[src/rtl/map_table_ckpt.sv]
// rtl/map_table_ckpt.sv - two-lane rename map table with ROB-walk and checkpoint recovery
module map_table_ckpt #(
    parameter int LREGS = 32,
    parameter int PREGS = 64,
    parameter int CKPTS = 4,
    localparam int LW = $clog2(LREGS),
    localparam int PW = $clog2(PREGS),
    localparam int CW = (CKPTS > 1) ? $clog2(CKPTS) : 1
) (
    input  logic          clk,
    input  logic          rst,
    input  logic [LW-1:0] l_rs0,
    input  logic [LW-1:0] l_rt0,
    input  logic [LW-1:0] l_rd0,
    input  logic [LW-1:0] l_rs1,
    input  logic [LW-1:0] l_rt1,
    input  logic [LW-1:0] l_rd1,
    input  logic [PW-1:0] p_rd_new0,
    input  logic [PW-1:0] p_rd_new1,
    input  logic          RegDest0,
    input  logic          RegDest1,
    input  logic          hazard_stall,
    input  logic          recover,
    input  logic [LW-1:0] recover_rd,
    input  logic [PW-1:0] p_rd_flush,
    input  logic          RegDest_ROB,
    input  logic [PW-1:0] p_rd_compl,
    input  logic          complete,
    input  logic          RegDest_compl,
    input  logic          ckpt_take,
    input  logic [CW-1:0] ckpt_take_id,
    input  logic          ckpt_restore,
    input  logic [CW-1:0] ckpt_restore_id,
    output logic [PW-1:0] p_rs0,
    output logic [PW-1:0] p_rt0,
    output logic [PW-1:0] p_rs1,
    output logic [PW-1:0] p_rt1,
    output logic          p_rs0_v,
    output logic          p_rt0_v,
    output logic          p_rs1_v,
    output logic          p_rt1_v,
    output logic [PW-1:0] PR_old_rd0,
    output logic [PW-1:0] PR_old_rd1
);

    logic [PW-1:0] map_q   [LREGS];
    logic [PW-1:0] map_l0  [LREGS];
    logic [PW-1:0] map_nxt [LREGS];
    logic [PW-1:0] ckpt_q  [CKPTS][LREGS];
    logic [PREGS-1:0] ready_q;

    logic disp_en, take_en, restore_ok, cdb_hit;
    logic byp_rs1, byp_rt1;

    assign disp_en    = !hazard_stall && !recover && !ckpt_restore;
    assign take_en    = disp_en && ckpt_take && (int'(ckpt_take_id) < CKPTS);
    assign restore_ok = int'(ckpt_restore_id) < CKPTS;
    assign cdb_hit    = complete && RegDest_compl;

    // Lane 1 sees lane 0's destination as if it had already been renamed.
    assign byp_rs1 = RegDest0 && (l_rd0 == l_rs1);
    assign byp_rt1 = RegDest0 && (l_rd0 == l_rt1);

    assign p_rs0      = map_q[l_rs0];
    assign p_rt0      = map_q[l_rt0];
    assign p_rs1      = byp_rs1 ? p_rd_new0 : map_q[l_rs1];
    assign p_rt1      = byp_rt1 ? p_rd_new0 : map_q[l_rt1];
    assign PR_old_rd0 = map_q[l_rd0];
    assign PR_old_rd1 = (RegDest0 && (l_rd0 == l_rd1)) ? p_rd_new0 : map_q[l_rd1];

    assign p_rs0_v = ready_q[p_rs0] || (cdb_hit && (p_rs0 == p_rd_compl));
    assign p_rt0_v = ready_q[p_rt0] || (cdb_hit && (p_rt0 == p_rd_compl));
    assign p_rs1_v = !byp_rs1 && (ready_q[p_rs1] || (cdb_hit && (p_rs1 == p_rd_compl)));
    assign p_rt1_v = !byp_rt1 && (ready_q[p_rt1] || (cdb_hit && (p_rt1 == p_rd_compl)));

    // map_l0 is the intermediate image a lane-0 branch checkpoints.
    always_comb begin
        map_l0 = map_q;
        if (disp_en && RegDest0) begin
            map_l0[l_rd0] = p_rd_new0;
        end
        map_nxt = map_l0;
        if (disp_en && RegDest1) begin
            map_nxt[l_rd1] = p_rd_new1;
        end
        if (ckpt_restore) begin
            if (restore_ok) begin
                for (int j = 0; j < LREGS; j++) begin
                    map_nxt[j] = ckpt_q[ckpt_restore_id][j];
                end
            end
        end else if (recover && RegDest_ROB) begin
            map_nxt[recover_rd] = p_rd_flush;
        end
    end

    always_ff @(posedge clk) begin
        if (!rst) begin
            for (int i = 0; i < LREGS; i++) begin
                map_q[i] <= PW'(i);
            end
        end else begin
            map_q <= map_nxt;
        end
    end

    // Later assignments win, so a same-cycle allocation overrides completion.
    always_ff @(posedge clk) begin
        if (!rst) begin
            for (int i = 0; i < PREGS; i++) begin
                ready_q[i] <= (i < LREGS);
            end
        end else begin
            if (cdb_hit) begin
                ready_q[p_rd_compl] <= 1'b1;
            end
            if (disp_en && RegDest0) begin
                ready_q[p_rd_new0] <= 1'b0;
            end
            if (disp_en && RegDest1) begin
                ready_q[p_rd_new1] <= 1'b0;
            end
        end
    end

    always_ff @(posedge clk) begin
        if (rst && take_en) begin
            for (int j = 0; j < LREGS; j++) begin
                ckpt_q[ckpt_take_id][j] <= map_l0[j];
            end
        end
    end

endmodule

[config.mk]
export PLATFORM = sky130hd
export DESIGN_NAME = map_table_ckpt
export DESIGN_NICKNAME = d
export VERILOG_FILES = /design/src/rtl/map_table_ckpt.sv
export SDC_FILE = /design/constraint.sdc
export NUM_CORES = 2
export LEC_CHECK = 0
export CORE_ASPECT_RATIO = 1.75
export CORE_UTILIZATION = 40
export CTS_BUF_LIST = sky130_fd_sc_hd__clkbuf_4 sky130_fd_sc_hd__clkbuf_8 sky130_fd_sc_hd__clkbuf_16
export DETAILED_ROUTE_END_ITERATION = 10
export DONT_BUFFER_PORTS = 1
export HOLD_SLACK_MARGIN = 0.08
export PLACE_DENSITY = 0.59
export SLEW_MARGIN = 20
export SYNTH_ARGS = -nofsm -noshare
export SYNTH_HDL_FRONTEND = slang
export SYNTH_SLANG_ARGS = --single-unit
[constraint.sdc]
create_clock -name clk -period 18.6 [get_ports clk]
set_clock_uncertainty 0.2 [all_clocks]
set_input_delay 0.93 -clock clk [delete_from_list [all_inputs] [get_ports clk]]
set_output_delay 0.93 -clock clk [all_outputs]
set_load 0.02 [all_outputs]
==> metrics <==
status=finished clean; Clock transition at path regs=approximately 0.080 ns; min-delay src=rst; Worst slew margin=about a tenth; core box area=140000 µm²; WL/cell=approximately 39 µm; overall power=5.28 mW; largest net degree at the start of global routing=between 150 and 200; Top FF cell, synth=edfxtp_1; vias in the first global route=between 40000 and 50000; Horiz. Die Dim=~290 µm; initial core utilization=between 40% and 50%; Area Overhead vs Synth=8.40%; Die Height=499 µm; antenna-violating nets left=0; final global-route overflow total=0; routed via count=between 40000 and 50000; GRT Util Overall=approximately a third; post-place instance area=about 58000 µm²; critical path launch point=map_q[68]; Initial DRT Pass Iterations=6; register area share after synthesis=between 40% and 50%; Routed met1 length=~74 mm; routed vias/inst=just under 7; DRC=0; Nets=between 4000 and 5000; Synth async-reset ratio=0%; Slew Viols, Final=0; Hold Crit Endpoint=ready_q[10]; most frequent cells in the layout=768 x edfxtp_1, 510 x mux4_2, 411 x nor2_1; Internal Pwr Total=between 3 and 4 mW; reg2reg path depth=4; Final Instance Area=around 61000 µm²; Setup violations, final=0; DP HPWL=~160 mm; Worst Hold Class=input port to register; RSZ-0062 raised after global routing=false; P_sw=1.36 mW; number of flops mapped to enable cells by yosys=~770; Yosys reg bits=1024; Worst VDD drop=between 0.00007 and 0.00008 V; Tightest Pin Transition=~1.4 ns; DR top layer=met5; area of the die=~140000 µm²; routed wire length=between 200 and 250 mm; Placer Congestion=1.06; fmax=about 160 MHz; Logic pwr share=between 10% and 20%; first-pass GRT wire length=328 mm; crit path max fanout=9; crit path time final=6.11 ns; CP arrival=between 4 and 5 ns; number of gates resized after CTS=0; r2r startpoint=map_q[63]; ratio of cells with drive above 1 in the final layout=around a quarter; kind of end point of the critical path=output pin; required time of the critical path=17.47 ns; Unique masters post-synth=80; row count=182; H-tree Lvls=3; Worst-Skew Late Latency=about 0.73 ns; Clock Power Share=roughly two fifths; Mean Syn Cell Area=between 10 and 15 µm²; input/output buffers=0; FF-to-FF setup slack=between 15 and 20 ns; leakage component of the power=20.7 nW; CTS Root Cell=clkbuf_16; startpoint types=register; Sink Count=just over 1000; ranking of synthesized cells by area=edfxtp_1 41%, mux4_2 20%, dfxtp_1 9.1%; post-route setup TNS=0 ns; r2r endpoint=map_q[63]; top cell type's share of synthesized area=between 40% and 50%; 1st-iter DRT viols=between 5000 and 6000; CTS tree=built; hold path cells=1; met2 wire length=111 mm; metal3 WL=between 20 and 30 mm; Max Cap Viol=0; Ports=~110; cts bufs inserted=95; Layout fillers=approximately 13000; WS Path Type=register to output pin; Synth Cell Area=56400 µm²; Syn Inst Count=4260; initial antenna violation count=21; Power Dens Cells=approximately 86 nW/µm²; commonest non-fill, non-tap cell in the layout=edfxtp_1; final worst-path cycle share=about a third; count of synthesis-stage warnings from yosys=0; syn nets=around 4300; Post-CTS Setup Inserts=0; Hold Fails Final Rpt=0; sequential power share=approximately half; sw frac=25.8%; cell taking the most area after synthesis=edfxtp_1; Clock Tree Buf Depth=3
-- how the worst max path moves through the flow --
stage | end | slack, ns
3_3_place_gp | p_rs1_v | 12.82
6_report | p_rt1_v | 12.49
5_1_grt | p_rt1_v | 12.42
3_5_place_dp | p_rs1_v | 12.85
2_1_floorplan | ckpt_q[2][0] | 1.98
4_1_cts | p_rs1_v | 12.51
-- sequential cells by signal, summed over array words and instances (netlist names) --
name,flops
ckpt_q,768
map_q,192
ready_q,64
-- metal layers --
metal / track usage (%) / vias up
li1: - / 16400
met1: 35.0 / 21100
met2: 52.9 / 2936
met3: 10.2 / 983
met4: 28.3 / 12
met5: 0 / -
-- layout make-up --
class                           instances  area [µm²]  area share, %
Antenna cell                           10        25.0         0.0409
Tap cell                             1840        2300           3.76
Sequential cell                      1024       28200           46.1
Clock inverter                         54         577          0.943
Clock buffer                          125        2690           4.40
Multi-Input combinational cell       2815       26600           43.5
Inverter                               54         210          0.344
Timing Repair Buffer                   72         559          0.914
-- Yosys cell counts, types with 52 or more instances --
| master | count |
|---|---|
| a211oi_1 | 102 |
| a21oi_1 | 179 |
| buf_1 | 52 |
| clkbuf_1 | 257 |
| dfxtp_1 | 256 |
| edfxtp_1 | 768 |
| mux2_2 | 222 |
| mux2i_1 | 292 |
| mux4_2 | 510 |
| nand2_1 | 342 |
| nor2_1 | 414 |
| nor3_1 | 65 |
| o211ai_1 | 85 |
| o21ai_0 | 148 |
-- cell families (layout without fill, tap and decap cells) --
kind of cell / after synthesis / after routing / synth area share [%]
multiplexers: 1035 / 1035 / 30.3
XOR/XNOR: 34 / 34 / 0.528
flip-flops: 1024 / 1024 / 49.9
other: 0 / 10 / 0
AND/OR/NAND/NOR: 1026 / 1026 / 7.88
AO/OA/AOI/OAI: 720 / 720 / 8.31
buffers and inverters: 421 / 305 / 3.08
-- power by group through the flow --
stage | sequential (mW) | clock [mW] | combinational (mW)
floorplan | 2.57 | 0 | 0.529
global placement | 2.62 | 0 | 0.609
detailed placement | 2.62 | 0 | 0.614
CTS | 2.57 | 2.10 | 0.618
global route | 2.57 | 2.16 | 0.669
finish | 2.57 | 2.07 | 0.641
-- critical path, stage by stage (launching register included) --
cell and delay (ns):
dfxtp_1 0.93, mux4_2 0.39, mux2_2 0.14, nand3_1 0.11, a41oi_2 0.70, xor2_1 0.13
a311oi_1 0.27, o21ai_1 0.10, nor4_1 0.56, a221oi_1 0.18, a211oi_1 0.72
-- stage by stage --
stage / cells / setup WS, ns / hold WS (ns) / utilization (%)
3_3_place_gp: 5803 / 12.82 / 0.376 / 41.2
4_1_cts: 5983 / 12.51 / 0.0947 / 43.6
5_1_grt: 5987 / 12.42 / 0.117 / 43.6
2_1_floorplan: 4260 / 1.98 / 0.295 / -
6_report: 5994 / 12.49 / 0.131 / 43.6
3_5_place_dp: 5803 / 12.85 / 0.378 / 41.2
-- timing repair --
item,in CTS,in global routing
endpoints found under the hold margin,17,0
endpoints found under the setup margin,0,0
hold buffers,1,0
Note: power is estimated with default switching activity, not from simulation.
